[src/rtl/pe_nic_pkg.sv]
// Flit layout, type codes and default widths shared by the PE network interface.
// Pure declarations: no latency, no backpressure.
package pe_nic_pkg;

    localparam int FLIT_W_DEF  = 20;
    localparam int POS_W_DEF   = 4;

    localparam int TYPE_LSB    = 18;
    localparam int TYPE_W      = 2;
    localparam int DEST_LSB    = 14;
    localparam int DEST_W      = 4;
    localparam int SRC_LSB     = 10;
    localparam int SRC_W       = 4;
    localparam int PAYLOAD_LSB = 0;
    localparam int PAYLOAD_W   = 10;

    typedef enum logic [1:0] {
        FLIT_BODY   = 2'b00,
        FLIT_TAIL   = 2'b01,
        FLIT_HEAD   = 2'b10,
        FLIT_SINGLE = 2'b11
    } flit_type_e;

    function automatic logic [FLIT_W_DEF-1:0] make_flit(
        input flit_type_e           ftype,
        input logic [DEST_W-1:0]    dest,
        input logic [SRC_W-1:0]     src,
        input logic [PAYLOAD_W-1:0] payload
    );
        return {ftype, dest, src, payload};
    endfunction

endpackage

[src/rtl/pe_flit_fifo.sv]
// Synchronous flit FIFO: head visible the cycle after a push, pop advances on the edge.
// Backpressure via full; pushes while full and pops while empty are ignored.
module pe_flit_fifo #(
    parameter int W     = 20,
    parameter int DEPTH = 8
) (
    input  logic         clk,
    input  logic         rst_n,
    input  logic         push,
    input  logic [W-1:0] push_dat,
    input  logic         pop,
    output logic [W-1:0] head,
    output logic         full,
    output logic         empty
);

    localparam int AW = $clog2(DEPTH);

    logic [W-1:0] mem [DEPTH];
    logic [AW:0]  wr_ptr;
    logic [AW:0]  rd_ptr;

    // Extra pointer bit distinguishes full from empty when the indices match.
    assign empty = (wr_ptr == rd_ptr);
    assign full  = (wr_ptr[AW] != rd_ptr[AW]) && (wr_ptr[AW-1:0] == rd_ptr[AW-1:0]);
    assign head  = mem[rd_ptr[AW-1:0]];

    always_ff @(posedge clk or negedge rst_n) begin
        if (!rst_n) begin
            wr_ptr <= '0;
            rd_ptr <= '0;
        end else begin
            if (push && !full)
                wr_ptr <= wr_ptr + 1'b1;
            if (pop && !empty)
                rd_ptr <= rd_ptr + 1'b1;
        end
    end

    always_ff @(posedge clk) begin
        if (push && !full)
            mem[wr_ptr[AW-1:0]] <= push_dat;
    end

endmodule

[src/rtl/pe_network_interface.sv]
// NIC beside router port 5: credit-controlled inject (push->inject_valid >= 2 cycles) and
// registered eject (1 cycle, never backpressured). PE_SRC_STAMP_EN stamps src with position.
module pe_network_interface
    import pe_nic_pkg::*;
#(
    parameter int FLIT_W     = FLIT_W_DEF,
    parameter int POS_W      = POS_W_DEF,
    parameter int FIFO_DEPTH = 8,
    parameter int CREDITS    = 4,
    parameter int CNT_W      = 16
) (
    input  logic              clk,
    input  logic              RST,
    input  logic [POS_W-1:0]  position,
    input  logic [FLIT_W-1:0] src_flit,
    input  logic              src_valid,
    output logic              src_ready,
    output logic [FLIT_W-1:0] inject,
    output logic              inject_valid,
    input  logic              credit_in,
    input  logic [FLIT_W-1:0] eject,
    input  logic              eject_valid,
    output logic [FLIT_W-1:0] rx_flit,
    output logic              rx_valid,
    output logic              rx_dest_err,
    output logic              credit_err,
    output logic [2:0]        credit_count,
    output logic [CNT_W-1:0]  tx_count,
    output logic [CNT_W-1:0]  rx_count
);

    localparam logic [2:0] CRED_MAX = 3'(CREDITS);

    logic              full;
    logic              empty;
    logic              push;
    logic              send;
    logic [FLIT_W-1:0] head;
    logic [FLIT_W-1:0] tx_flit;

    assign src_ready = !full;
    assign push      = src_valid && !full;
    assign send      = !empty && (credit_count != 3'd0);

    pe_flit_fifo #(
        .W     (FLIT_W),
        .DEPTH (FIFO_DEPTH)
    ) u_fifo (
        .clk      (clk),
        .rst_n    (RST),
        .push     (push),
        .push_dat (src_flit),
        .pop      (send),
        .head     (head),
        .full     (full),
        .empty    (empty)
    );

    always_comb begin
        tx_flit = head;
`ifdef PE_SRC_STAMP_EN
        tx_flit[SRC_LSB +: SRC_W] = SRC_W'(position);
`endif
    end

    always_ff @(posedge clk or negedge RST) begin
        if (!RST) begin
            inject       <= '0;
            inject_valid <= 1'b0;
            tx_count     <= '0;
        end else begin
            inject_valid <= send;
            if (send) begin
                inject   <= tx_flit;
                tx_count <= tx_count + 1'b1;
            end
        end
    end

    // A send and a returned credit in the same cycle cancel out.
    always_ff @(posedge clk or negedge RST) begin
        if (!RST) begin
            credit_count <= CRED_MAX;
            credit_err   <= 1'b0;
        end else if (send && !credit_in) begin
            credit_count <= credit_count - 3'd1;
        end else if (credit_in && !send) begin
            if (credit_count == CRED_MAX)
                credit_err <= 1'b1;
            else
                credit_count <= credit_count + 3'd1;
        end
    end

    always_ff @(posedge clk or negedge RST) begin
        if (!RST) begin
            rx_flit     <= '0;
            rx_valid    <= 1'b0;
            rx_dest_err <= 1'b0;
            rx_count    <= '0;
        end else begin
            rx_valid <= eject_valid;
            if (eject_valid) begin
                rx_flit  <= eject;
                rx_count <= rx_count + 1'b1;
                if (eject[DEST_LSB +: DEST_W] != DEST_W'(position))
                    rx_dest_err <= 1'b1;
            end
        end
    end

endmodule

[config.mk]
export PLATFORM = sky130hd
export DESIGN_NAME = pe_network_interface
export DESIGN_NICKNAME = d
export VERILOG_FILES = /design/src/rtl/pe_nic_pkg.sv /design/src/rtl/pe_flit_fifo.sv /design/src/rtl/pe_network_interface.sv
export SDC_FILE = /design/constraint.sdc
export NUM_CORES = 1
export LEC_CHECK = 0
export CORE_ASPECT_RATIO = 0.5
export CORE_MARGIN = 5
export CORE_UTILIZATION = 57
export CTS_BUF_LIST = sky130_fd_sc_hd__clkbuf_8
export CTS_CLUSTER_SIZE = 24
export DETAILED_ROUTE_END_ITERATION = 12
export GPL_TIMING_DRIVEN = 0
export PLACE_DENSITY = 0.83
export SKIP_LAST_GASP = 1
export SLEW_MARGIN = 40
export SYNTH_ARGS = -nofsm -noshare
export SYNTH_HDL_FRONTEND = slang
export SYNTH_HIERARCHICAL = 1
export SYNTH_SLANG_ARGS = --single-unit
[constraint.sdc]
create_clock -name clk -period 5.61 [get_ports clk]
set_input_delay 0.561 -clock clk [delete_from_list [all_inputs] [get_ports clk]]
set_output_delay 0.561 -clock clk [all_outputs]
set_load 0.05 [all_outputs]
==> After elaboration in Yosys (flattened, before gate mapping) <==
Memories as Yosys holds them, arrays and structs flattened. A register that Yosys moved wholly into a read port is not among the register bits.
Cells that the tools add are included.
Widths: inputs -> output; s select.
{ "word_totals": {"register_bits": 67, "mem_bits_rw": 160, "input_bits": 49, "output_inout_bits": 80, "n_memories": 1} }
{ "op_classes": {"n_addsub": 6, "eq_ne": 6, "mux": 5, "n_bitwise": 1, "n_reduce_logical": 17} }
{ "mem_list": {"columns": ["name", "words", "width", "rd", "rd_clocked_by_memory_dff", "write_ports", "line_no", "rtl"], "rows": [
  ["u_fifo.mem", 8, 20, 1, 1, 1, "pe_flit_fifo.sv:19", "logic [W-1:0] mem [DEPTH];"]
]} }
{ "op_table": {"columns": ["operator", "count"], "rows": [
  ["$add 16x1->16 const B", 2],
  ["$mux 3", 3],
  ["$add 4x1->4 const B", 2],
  ["$logic_and 1x1->1", 7],
  ["$logic_not 1->1", 5],
  ["$eq 4x4->1", 1],
  ["$ne 4x4->1", 1],
  ["$reduce_and 2->1", 2],
  ["$add 3x1->3 const B", 1],
  ["$eq 3x3->1", 1],
  ["$eq 3x3->1 const B", 1],
  ["$reduce_and 3->1", 1],
  ["$reduce_bool 3->1", 1],
  ["$sub 3x1->3 const B", 1],
  ["$mux 1", 2],
  ["$ne 2x2->1 const B", 1],
  ["$reduce_bool 2->1", 1],
  ["$ne 1x1->1", 1],
  ["$not 1->1", 1]
]} }

==> Depth between registers and ports, before layout <==
Gate-level depths: netlist of run 1.
{ "logic_depth": {"ltp_word": 7, "depth_mapped": 13} }

==> Hierarchy <==
Netlist of run 1, hierarchy kept.
{ "by_module_without_submodules": {"columns": ["module", "instances", "cells_per_inst", "area_each_um2", "seq_area_each_um2"], "rows": [
  ["pe_flit_fifo", 1, 291, 6721.4, 5004.8],
  ["pe_network_interface", 1, 234, 3235.6, 1978.1]
]} }

==> Least setup slack after synthesis of run 1 <==
No wires, ideal clock.
{ "synth_path": {"path_kind": "register to register", "start": "register u_fifo.rd_ptr[2]", "end": "memory u_fifo.mem[4][0], enable pin", "setup_time_ns": 0.448, "arrival_time_ns": 3.436, "t_required_ns": 5.162, "path_slack_ns": 1.726, "stages_incl_launch_ff": 7, "synth_period_minus_slack_ns": 3.884, "cell_sequence": "dfrtp_1 > buf_2 > xor2_2 > nor4_2 > nor2b_1 > nand2_1 > nor4_1"} }
{ "synth_between": {"elab_chain_len": 7} }
{ "synth_lines": {"columns": ["element", "line_no", "rtl"], "rows": [
  ["from (decl)", "pe_flit_fifo.sv:21", "logic [AW:0] rd_ptr;"],
  ["from (signal assigned)", "pe_flit_fifo.sv:36", "rd_ptr <= rd_ptr + 1'b1;"],
  ["$eq 3x3->1", "pe_flit_fifo.sv:25", "assign full = (wr_ptr[AW] != rd_ptr[AW]) && (wr_ptr[AW-1:0] == rd_ptr[AW-1:0]);"],
  ["$logic_and 1x1->1", "pe_flit_fifo.sv:25", null],
  ["via full", "pe_network_interface.sv:34", "logic full;"],
  ["$logic_not 1->1", "pe_network_interface.sv:42", "assign push = src_valid && !full;"],
  ["$logic_and 1x1->1", "pe_network_interface.sv:42", null],
  ["via push", "pe_network_interface.sv:36", "logic push;"],
  ["$logic_and 1x1->1", "pe_flit_fifo.sv:41", "if (push && !full)"],
  ["$mux 1", "pe_flit_fifo.sv:41", null],
  ["$mux 1 (implied by the code)", "pe_flit_fifo.sv:42", "mem[wr_ptr[AW-1:0]] <= push_dat;"],
  ["to (decl)", "pe_flit_fifo.sv:19", null]
]} }
The timed path passes the listed nets, and every way through them passes these cells.

==> Worst setup path after layout of run 1 <==
{ "layout_path": {"start": "register u_fifo.rd_ptr[2]", "end": "register credit_count[2]"} }
{ "layout_between": {"elab_chain_len": 7, "elab_cells_between_ends": 10} }
{ "layout_lines": {"columns": ["element", "line_no", "rtl"], "rows": [
  ["$eq 4x4->1 *", "pe_flit_fifo.sv:24", "assign empty = (wr_ptr == rd_ptr);"],
  ["via empty", "pe_network_interface.sv:35", "logic empty;"],
  ["$logic_not 1->1 *", "pe_network_interface.sv:43", "assign send = !empty && (credit_count != 3'd0);"],
  ["$logic_and 1x1->1 *", "pe_network_interface.sv:43", null],
  ["via send", "pe_network_interface.sv:37", "logic send;"],
  ["$logic_not 1->1", "pe_network_interface.sv:87", "end else if (credit_in && !send) begin"],
  ["$logic_and 1x1->1", "pe_network_interface.sv:87", null],
  ["$reduce_bool 2->1 (no source line)", null, null],
  ["$reduce_and 2->1 (no source line)", null, null],
  ["to (signal assigned)", "pe_network_interface.sv:86", "credit_count <= credit_count - 3'd1;"],
  ["to (signal assigned)", "pe_network_interface.sv:91", "credit_count <= credit_count + 3'd1;"],
  ["to (decl)", "pe_network_interface.sv:27", "output logic [2:0] credit_count,"]
]} }
The timed path passes the listed nets; every way through them passes the cells marked *.
A chain may end at the register's enable or synchronous reset.

==> results by group, run 1 <==
Worst setup path
  • Origin of the critical flop-to-flop path: u_fifo/rd_ptr[2]$_DFFE_PN0P_
  • Critical path class: flip-flop to flip-flop
  • Critical path's slowest cell: xor2_2
  • CP cell instances: buf_2, xor2_2, or3_1, nor2_1, nor2_2, buf_4, ha_1, inv_1, fa_1, or2_2, nand2_1, a21oi_1, a31oi_1
  • Crit path largest cell delay: 530 ps
  • Crit. Startpoint: u_fifo/rd_ptr[2]$_DFFE_PN0P_
  • CP Data Arrival Time: 3890 ps
  • Maximum fanout along the worst path: 15
  • Crit. End Element: flip-flop
  • CP required: 6040 ps
  • Startpoint types: flip-flop

Synthesis
  • Syn_nets: 581
  • Flop and latch count out of synthesis: 247
  • Async SR Flop Fraction: 35.2%
  • Share of the synthesized area in the top cell type: 48.3%
  • Multiplexer area fraction after synthesis: 16.8%
  • Post-Synth XOR/XNOR Area: 4.23%
  • Syn. warnings: 6
  • Largest family of logic cells by synthesized area: multiplexers
  • Mapped Area: 9960 um^2
  • Mean post-synth cell area: 19.0 um^2
  • Cell variety after synth: 49
  • Adder-Cell Fraction of Synth Area: 0.955%
  • Post-synth top area cell: edfxtp_1
  • Most used DFF post-synth: edfxtp_1
  • Post-synth EDFFs: 160
  • Post-synthesis simple-gate area fraction: 4.34%
  • Compound-Gate Fraction of Synth Area: 1.76%
  • Sequential area share after synthesis: 70.1%
  • Synth area leaders: edfxtp_1 (48%), dfrtp_1 (22%), mux4_2 (6.1%)
  • Synthesized instance count: 525

Power and ir drop
  • Power density over the cells: 536 nW/um^2
  • Combinational Power Share: 42.5%
  • P_int: 0.00420 W
  • Sw Pwr: 0.00250 W
  • Clk pwr share: 19.3%
  • Sw Ratio: 37.4%
  • Peak VDD IR: 0.383 mV
  • LEAKAGE: 4.61 nW
  • Reg power frac: 38.2%

Clocking
  • Clk Tree Root Cell: clkbuf_8
  • CTS tree: built
  • Clock Tree Buf Depth: 3
  • Worst-Skew Late Latency: 520 ps
  • CTS buffer count: 35
  • CTS sink cnt: 247
  • H-tree levels: 2
  • Worst-path clk slew: 70 ps

STA
  • Fin Clk Skew: 23.9 ps
  • Max Clk Rate: 289 MHz
  • Slew Limit Fails: 0
  • Hold Vio Cnt, Final: 0
  • Relative slew slack: 44.4%
  • Final min period: 3460 ps
  • Unrepaired setup endpoints after global routing: no
  • Final period utilization: 61.7%
  • Post-route setup slack: 2150 ps
  • Worst Max-Slew Pin Slew: 827 ps
  • # setup viols final: 0

Flow run
  • # Max-Cap Violations: 0

Hold path
  • Worst min path class: input pin to async pin

Floorplanning
  • Core Box Area: 17,300 um^2
  • Die Width: 197 um
  • Row cnt: 34
  • Starting density of the core: 57.6%
  • Die Y: 103 um
  • Die area: 20,400 um^2
  • # IOs: 129

Drt
  • DR vias: 5,369
  • Routed len/inst: 20.5 um
  • DRC viols: 0
  • Final ANT Viol Nets: 0
  • Final wirelength: 20,000 um
  • Pre-Repair DR Iteration Count: 4
  • DR iter-0 viols: 252
  • Vias per std cell: 5.52

Finish
  • Diode count: 0
  • # nets final: 768
  • Layout cells sized above 1: 23.7%
  • Design area: 12,500 um^2
  • Post-route insts no fill: 973
  • Area Growth Syn to Fin: 25.5%

Placed design
  • GP Congestion: 0.763
  • Placed Instance Area: 11,800 um^2
  • Cell total after placement: 908
  • Port bufs: 128
  • Post-DP HPWL: 13,500 um
  • Dpl ws: 2190 ps

Global routing
  • Via count of the first global-routing pass: 5,645
  • Initial antenna violation count: 0
  • Total Routing Usage GR: 20.1%
  • Grt ovf: 0
  • Largest net degree at the start of global routing: 74
  • First-pass GRT wire length: 31,500 um

Status
  • Status: finished clean
-- power by group through the flow --
| stage | combinational (W) | sequential (W) | clock [W] |
|---|---|---|---|
| floorplan | 0.00142 | 0.00310 | 0 |
| global placement | 0.00268 | 0.00258 | 0 |
| detailed placement | 0.00286 | 0.00259 | 0 |
| CTS | 0.00287 | 0.00256 | 0.00133 |
| global route | 0.00306 | 0.00260 | 0.00142 |
| finish | 0.00285 | 0.00256 | 0.00129 |
-- layout make-up --
type,instances,area [um^2]
sequential,247,6980
fill,1049,4770
multi-input combinational,247,2860
timing repair buffer,150,1530
clock buffer,38,523
tap,234,293
buffer,20,139
clock inverter,26,123
inverter,11,41.3
-- synth_stat cells (4+ instances only) --
library cell and n:
xor2_1 8, nand4_1 10, nand3_1 7, mux2_2 47
mux4_2 27, xnor2_1 32, inv_1 11, dfrtp_1 86
nand2_1 17, nor2_1 11, buf_6 5, nor3_1 5
and4_1 5, and3_1 4, edfxtp_1 160, ha_1 6
clkbuf_1 6, mux4_1 13, mux2_1 17
-- placed cells by master, fill, tap and decap left out, drive strengths merged, types with 10 or more instances in the layout --
master,instances
xor2,11
buf,36
nand2,17
inv,30
edfxtp,160
clkbuf,44
nor2,12
clkdlybuf4s50,127
dfrtp,86
nand4,10
xnor2,32
mux2,64
mux4,40
-- logic make-up (layout without fill, tap and decap cells) --
family	Yosys count	after routing
flip-flops	247	247
XOR/XNOR	43	43
buffers and inverters	31	245
AND/OR/NAND/NOR	75	75
adder cells (fa/ha/maj)	7	7
AO/OA/AOI/OAI	18	18
multiplexers	104	104
-- flip-flops by register name (all words and copies together), names as in the netlist, 3 cells and up --
| register | cells |
|---|---|
| credit_count | 3 |
| inject | 20 |
| tx_count | 16 |
| u_fifo/wr_ptr | 4 |
| u_fifo/mem | 160 |
| u_fifo/rd_ptr | 4 |
| rx_flit | 20 |
| rx_count | 16 |
-- stage by stage --
stage          setup TNS, ps  hold slack [ps]  total power (W)  util [%]
4_1_cts                    0              437          0.00677      72.3
5_1_grt                    0              435          0.00708      72.4
3_3_place_gp           -3040              440          0.00526      66.8
6_report                   0              452          0.00670      72.4
3_5_place_dp               0              402          0.00545      68.5
2_1_floorplan              0              265          0.00452         -
-- worst max-delay path, delay by kind of cell (launching register included) --
kind                       cells  cell delay, ps
AOI/OAI and AO/OA              2             200
xor gates and xnor gates       1             530
adders and majority gates      2             600
buffers and inverters          3             580
DFF                            1             360
and+or+nand+nor                5            1090
-- path summary, 6_finish.rpt --
check | end | slack, ps | cells after the start
worst max-delay path | credit_count[2]$_DFFE_PN1P_ | 2150 | 13
worst min-delay path | inject[1]$_DFFE_PN0P_ | 450 | 2
worst max register to register | credit_count[2]$_DFFE_PN1P_ | 2150 | 13
worst min register to register | rx_dest_err$_DFFE_PN0P_ | 470 | 1
max in group asynchronous | credit_count[2]$_DFFE_PN1P_ | 4510 | 3
min in group clk | rx_dest_err$_DFFE_PN0P_ | 470 | 1
-- per-layer routing --
metal	part of all wire [%]	vias to the layer above	track usage [%]
li1	-	2431	-
met4	1.3	0	4.74
met2	49	184	34.2
met1	42	2727	27.1
met5	0	-	0
met3	7.0	27	4.72
-- repair_timing --
item                      in CTS  in global routing
resized for setup              0                  0
hold buffers                   1                  0
setup buffers                  0                  0
hold endpoints to repair      14                  0
Note: power is estimated with default switching activity, not from simulation.
==> inputs of run 2 (changes only) <==
- clock period: 5.61 -> 3.2 ns (I/O delays scaled with it)
==> run 2 against run 1 <==
Compared with the run above:
- clock-buffer cell count up 4
- via count up 1.6%
- non-clock buffer count up 4
- sequential cell count unchanged
- utilization up 0.80 points
- total power up 82%
- sequential power up 76%
- worst setup slack worse by 1900 ps
- clock power up 91%
- combinational power up 83%
- global-route usage up 0.12 points
- first-iteration DRC count up 44%
- critical endpoint unchanged
- largest power group unchanged
==> results by group, run 2 (synthesized netlist as in run 1, its figures left out) <==
Worst setup path
  • FF-to-FF path depth: 13
  • CP Data Arrival Time: 3420 ps
  • Worst setup endpoint: credit_count[2]$_DFFE_PN1P_
  • R2R setup slack: 200 ps
  • Origin of the critical flop-to-flop path: u_fifo/wr_ptr[1]$_DFFE_PN0P_
  • Worst reg2reg path endpoint: credit_count[2]$_DFFE_PN1P_
  • Maximum fanout along the worst path: 15
  • CP required: 3620 ps
  • Startpoint types: flip-flop
  • Critical path class: flip-flop to flip-flop
  • Crit. End Element: flip-flop
  • Crit. Startpoint: u_fifo/wr_ptr[1]$_DFFE_PN0P_

Drt
  • Final wirelength: 20,300 um
  • Vias per std cell: 5.60
  • Final ANT Viol Nets: 0
  • DRC viols: 0
  • Routed len/inst: 20.9 um
  • Pre-Repair DR Iteration Count: 4
  • DR iter-0 viols: 362
  • DR vias: 5,453

Hold path
  • Worst min path class: input pin to async pin

STA
  • Slew Limit Fails: 0
  • Setup TNS: 0 ps
  • Relative slew slack: 48.9%
  • # setup viols final: 0
  • Fin Clk Skew: 16.3 ps
  • Hold Vio Cnt, Final: 0
  • Post-route setup slack: 205 ps
  • Worst Max-Slew Pin Slew: 766 ps
  • Final min period: 3000 ps
  • Final period utilization: 93.6%
  • Max Clk Rate: 334 MHz

Floorplanning
  • Starting density of the core: 57.6%
  • Die Y: 103 um
  • Row cnt: 34
  • # IOs: 129
  • Die Width: 197 um
  • Core Box Area: 17,300 um^2
  • Die area: 20,400 um^2

Finish
  • Most frequent cells in the layout: edfxtp_1 (160), clkdlybuf4s50_1 (127), dfrtp_1 (86)
  • Fill count: 1,017
  • Layout cells sized above 1: 25.3%
  • Diode count: 0
  • Number of flip-flops under the largest register name: 160
  • Area Growth Syn to Fin: 26.9%
  • # nets final: 773
  • Sequential standard cell area: 6980 um^2
  • Most common cell after layout, fill and taps aside: edfxtp_1
  • Multi-input gate area: 2900 um^2

Clocking
  • CTS buffer count: 36
  • Clk Tree Root Cell: clkbuf_8
  • Worst-path clk slew: 70 ps
  • H-tree levels: 2
  • CTS tree: built
  • Worst-Skew Late Latency: 510 ps
  • CTS sink cnt: 247
  • Clock Tree Buf Depth: 3

Power and ir drop
  • Design Power: 0.0122 W
  • LEAKAGE: 4.63 nW
  • Power density over the cells: 962 nW/um^2
  • Peak VDD IR: 0.520 mV

Global routing
  • Initial antenna violation count: 0
  • Total Routing Usage GR: 20.2%
  • Largest net degree at the start of global routing: 72
  • Via count of the first global-routing pass: 5,616
  • Grt ovf: 0
  • First-pass GRT wire length: 31,800 um

Placed design
  • Port bufs: 128
  • Dpl ws: -299 ps
  • GP Congestion: 0.801
  • Post-DP HPWL: 13,400 um

Status
  • Status: finished clean

Flow run
  • # Max-Cap Violations: 0
## run 2: stage by stage
stage	std cells	cell area, um^2	hold slack (ps)	util [%]
2_1_floorplan	525	9970	24.4	-
3_3_place_gp	887	11500	441	66.8
3_5_place_dp	903	11800	168	68.5
4_1_cts	967	12600	215	72.8
5_1_grt	974	12600	225	73.2
6_report	974	12600	235	73.2
## run 2: cell type report
class,instances,area share [%]
flip-flops and latches,247,55.3
multi-input cells,247,23.0
repair buffers,154,12.5
clock buffers,42,4.57
well taps,234,2.32
plain buffers,20,1.13
clock inverters,19,0.931
inverters,11,0.327
## run 2: worst max-delay path, stage by stage (launching register included)
cell	delay [ps]
dfrtp_1	380
buf_4	190
xor2_4	270
or3_1	200
nor2_1	110
nor2_4	280
buf_6	250
ha_1	210
inv_1	80
fa_1	370
or2_2	290
nand2_1	60
a21oi_1	60
a31oi_1	150
## run 2: worst min-delay path by stage
stage                                       start                          end  slack [ps]  cells after the start
after floorplan                               RST  credit_count[0]$_DFFE_PN0P_          20                      0
after global placement    rx_dest_err$_DFFE_PN0P_      rx_dest_err$_DFFE_PN0P_         440                      1
after detailed placement                      RST        inject[7]$_DFFE_PN0P_         170                      1
after CTS                                     RST        inject[7]$_DFFE_PN0P_         210                      2
after global routing                          RST        inject[9]$_DFFE_PN0P_         220                      2
final                                         RST        inject[7]$_DFFE_PN0P_         240                      2
## run 2: power by group
part / leakage, nW / total, W / internal (W) / switching [W]
combinational: 1.74 / 0.00521 / 0.00226 / 0.00295
clock: 0.387 / 0.00246 / 0.00128 / 0.00117
sequential: 2.51 / 0.00450 / 0.00413 / 0.000365
total: 4.63 / 0.0122 / 0.00768 / 0.00448
## run 2: layer usage
layer | vias to the layer above | global-route usage, % | share of wire (%)
li1 | 2446 | - | -
met1 | 2789 | 27.3 | 42
met2 | 180 | 34.3 | 50
met3 | 38 | 4.30 | 6.6
met4 | 0 | 5.64 | 1.9
met5 | - | 0 | 0
## run 2: timing repair
item                                    4_1_cts  5_1_grt
cloned                                        0        0
gates resized for setup                       3        1
endpoints found under the hold margin        86        0
endpoints found under the setup margin        1       35
buffers inserted                              2        7
hold buffers                                  1        0
pin swaps                                     2        3
==> inputs of run 3 (changes only) <==
- SYNTH_HIERARCHICAL: 1 -> not set
==> run 3 against run 2 <==
Compared with the run above:
- worst setup slack improved by 110 ps
- die area shrank 2.8%
- global-route usage increased by 1.2 points
- maximum frequency up 3.6%
- largest power group unchanged
==> results by group, run 3 <==
Status
  • Status: finished clean

STA
  • # setup viols final: 0
  • Worst hold slack: 293 ps
  • Hold Vio Cnt, Final: 0
  • Unrepaired setup endpoints after global routing: no
  • Final min period: 2890 ps
  • Fin Clk Skew: 21.1 ps
  • Setup TNS: 0 ps
  • Post-route setup slack: 310 ps
  • Relative slew slack: 43.2%
  • Final period utilization: 90.3%
  • Slew Limit Fails: 0
  • Max Clk Rate: 346 MHz
  • Worst Max-Slew Pin Slew: 852 ps

Floorplanning
  • # IOs: 129
  • Starting density of the core: 58.6%
  • Die Y: 102 um
  • Core Box Area: 16,500 um^2
  • Row cnt: 33
  • Die area: 19,800 um^2
  • Die Width: 194 um

Synthesis
  • Cell variety after synth: 35
  • Mean post-synth cell area: 17.7 um^2
  • Syn. warnings: 0
  • Top post-synthesis cells by count: edfxtp_1 (160), dfrtp_1 (86), mux4_2 (40), nand2_1 (40), xnor2_1 (35)
  • Flop and latch count out of synthesis: 247
  • Mapped Area: 9650 um^2
  • Post-synth EDFFs: 160
  • Syn_nets: 601
  • Most common cell in the synthesized netlist: edfxtp_1
  • Async SR Flop Fraction: 35.2%
  • Share of the synthesized area in the top cell type: 49.8%
  • Synthesized instance count: 545
  • Most used DFF post-synth: edfxtp_1
  • Synth area leaders: edfxtp_1 (50%), dfrtp_1 (22%), mux4_2 (9.3%)
  • Sequential area share after synthesis: 72.3%
  • Post-synth top area cell: edfxtp_1

Worst setup path
  • CP cell instances: buf_4, xnor2_1, a41o_1, inv_1, buf_2, ha_1, inv_1, fa_1, or2_2, nand2_1, a21oi_1, a31oi_1
  • Startpoint types: flip-flop
  • Crit. End Element: flip-flop
  • R2R setup slack: 310 ps
  • Crit path largest cell delay: 390 ps
  • CP dominant cell by count: inv_1
  • Origin of the critical flop-to-flop path: u_fifo.wr_ptr[0]$_DFFE_PN0P_
  • CP Data Arrival Time: 3320 ps
  • Critical path's top delay family: buffers and inverters
  • Worst Path Buf+Inv: 4
  • FF-to-FF path depth: 12
  • Critical path's slowest cell: dfrtp_1
  • Worst reg2reg path endpoint: credit_count[2]$_DFFE_PN1P_
  • CP required: 3630 ps
  • Critical path class: flip-flop to flip-flop
  • Maximum fanout along the worst path: 11

Finish
  • Fill count: 983
  • Most frequent cells in the layout: edfxtp_1 (160), clkdlybuf4s50_1 (127), dfrtp_1 (86)
  • # nets final: 782
  • Number of flip-flops under the largest register name: 160
  • Sequential standard cell area: 6980 um^2
  • Area Growth Syn to Fin: 25.6%
  • Layout cells sized above 1: 19.7%
  • Multi-input gate area: 2570 um^2
  • Diode count: 0
  • Design area: 12,100 um^2
  • Most common cell after layout, fill and taps aside: edfxtp_1

Drt
  • Final ANT Viol Nets: 0
  • DR vias: 5,534
  • Vias per std cell: 5.65
  • Pre-Repair DR Iteration Count: 5
  • Final wirelength: 20,800 um
  • Routed len/inst: 21.2 um
  • DR iter-0 viols: 317
  • DRC viols: 0

Placed design
  • Port bufs: 128
  • Post-DP HPWL: 13,800 um
  • Dpl ws: 362 ps
  • GP Congestion: 0.812
  • Placed Instance Area: 11,500 um^2

Clocking
  • Clk Tree Root Cell: clkbuf_8
  • CTS sink cnt: 247
  • H-tree levels: 2
  • Worst-path clk slew: 70 ps
  • Worst-Skew Late Latency: 520 ps
  • CTS buffer count: 35
  • CTS tree: built
  • Post-CTS Setup Inserts: 0
  • Clock Tree Buf Depth: 3

Power and ir drop
  • Combinational Power Share: 40.5%
  • LEAKAGE: 4.51 nW
  • P_int: 0.00695 W
  • Design Power: 0.0113 W
  • Peak VDD IR: 0.494 mV
  • Sw Ratio: 38.3%
  • Clk pwr share: 19.7%
  • Power density over the cells: 930 nW/um^2
  • Reg power frac: 39.8%
  • Sw Pwr: 0.00432 W

Global routing
  • Largest net degree at the start of global routing: 53
  • Total Routing Usage GR: 21.4%
  • First-pass GRT wire length: 32,800 um
  • Initial antenna violation count: 0
  • Grt ovf: 0
  • Via count of the first global-routing pass: 5,786

Hold path
  • Worst min path class: input pin to flip-flop
  • Endpoint of the worst hold path: rx_valid$_DFF_PN0_
  • Hold path cells: 1
  • Hold path startpoint: eject_valid

Flow run
  • # Max-Cap Violations: 0
## run 3: cell count changes in the layout (fill, tap and decap cells not counted), moves of 7 or more
cell     change
inv_1        +8
mux2_2      -25
mux2i_1     +20
buf_4        -7
mux2_1      -17
o21ai_0     +20
mux4_1      -13
nand2_1     +23
mux4_2      +13
## run 3: cell type report
cell class / count / share of cell area, %
plain buffers: 25 / 1.09
clock inverters: 27 / 1.05
repair buffers: 144 / 12.4
flip-flops and latches: 247 / 57.6
inverters: 8 / 0.248
clock buffers: 36 / 4.09
well taps: 227 / 2.34
multi-input cells: 265 / 21.2
## run 3: repair_timing
item,4_1_cts,5_1_grt
hold endpoints to repair,34,0
hold buffers,1,0
resized for setup,0,0
## run 3: logic make-up (layout without fill, tap and decap cells)
logic type	after synthesis	count (layout)	synth area share [%]
buffers and inverters	33	240	1.67
multiplexers	82	82	14.0
XOR/XNOR	45	45	4.08
AO/OA/AOI/OAI	31	31	1.85
flip-flops	247	247	72.3
AND/OR/NAND/NOR	100	100	5.11
adder cells (fa/ha/maj)	7	7	0.985
## run 3: worst reg2reg max path, delay by kind of cell (launching register included)
kind | cells | cell delay (ps)
AO/OA/AOI/OAI | 3 | 560
XOR/XNOR | 1 | 160
adder cells (fa/ha/maj) | 2 | 600
buffers and inverters | 4 | 730
flip-flops | 1 | 390
AND/OR/NAND/NOR | 2 | 360
## run 3: power by group through the flow
stage | clock network [W] | registers [W] | logic (W)
after global routing | 0.00244 | 0.00455 | 0.00487
after CTS | 0.00228 | 0.00448 | 0.00461
after detailed placement | 0 | 0.00453 | 0.00457
after global placement | 0 | 0.00452 | 0.00429
after floorplan | 0 | 0.00540 | 0.00208
final | 0.00222 | 0.00449 | 0.00457
## run 3: through the flow
step           util, %  cells
3_5_place_dp      69.7    915
4_1_cts           73.6    979
3_3_place_gp      68.1    900
2_1_floorplan        -    545
5_1_grt           73.6    979
6_report          73.6    979
## run 3: worst max-delay path by stage
stage | from | to | slack, ps | cells after the start
2_1_floorplan | u_fifo.wr_ptr[0]$_DFFE_PN0P_ | u_fifo.mem[2][0]$_DFFE_PP_ | -2 | 5
3_3_place_gp | RST | inject[7]$_DFFE_PN0P_ | -1500 | 1
3_5_place_dp | u_fifo.wr_ptr[0]$_DFFE_PN0P_ | credit_count[2]$_DFFE_PN1P_ | 360 | 12
4_1_cts | u_fifo.wr_ptr[0]$_DFFE_PN0P_ | credit_count[2]$_DFFE_PN1P_ | 330 | 12
5_1_grt | u_fifo.wr_ptr[0]$_DFFE_PN0P_ | credit_count[2]$_DFFE_PN1P_ | 130 | 12
6_report | u_fifo.wr_ptr[0]$_DFFE_PN0P_ | credit_count[2]$_DFFE_PN1P_ | 310 | 12
## run 3: layer usage
| metal | vias up | wire length [um] | GRT usage (%) |
|---|---|---|---|
| li1 | 2455 | - | - |
| met1 | 2850 | 8960 | 28.7 |
| met2 | 204 | 10300 | 37.0 |
| met3 | 25 | 1270 | 5.11 |
| met4 | 0 | 246 | 4.81 |
| met5 | - | 0 | 0 |
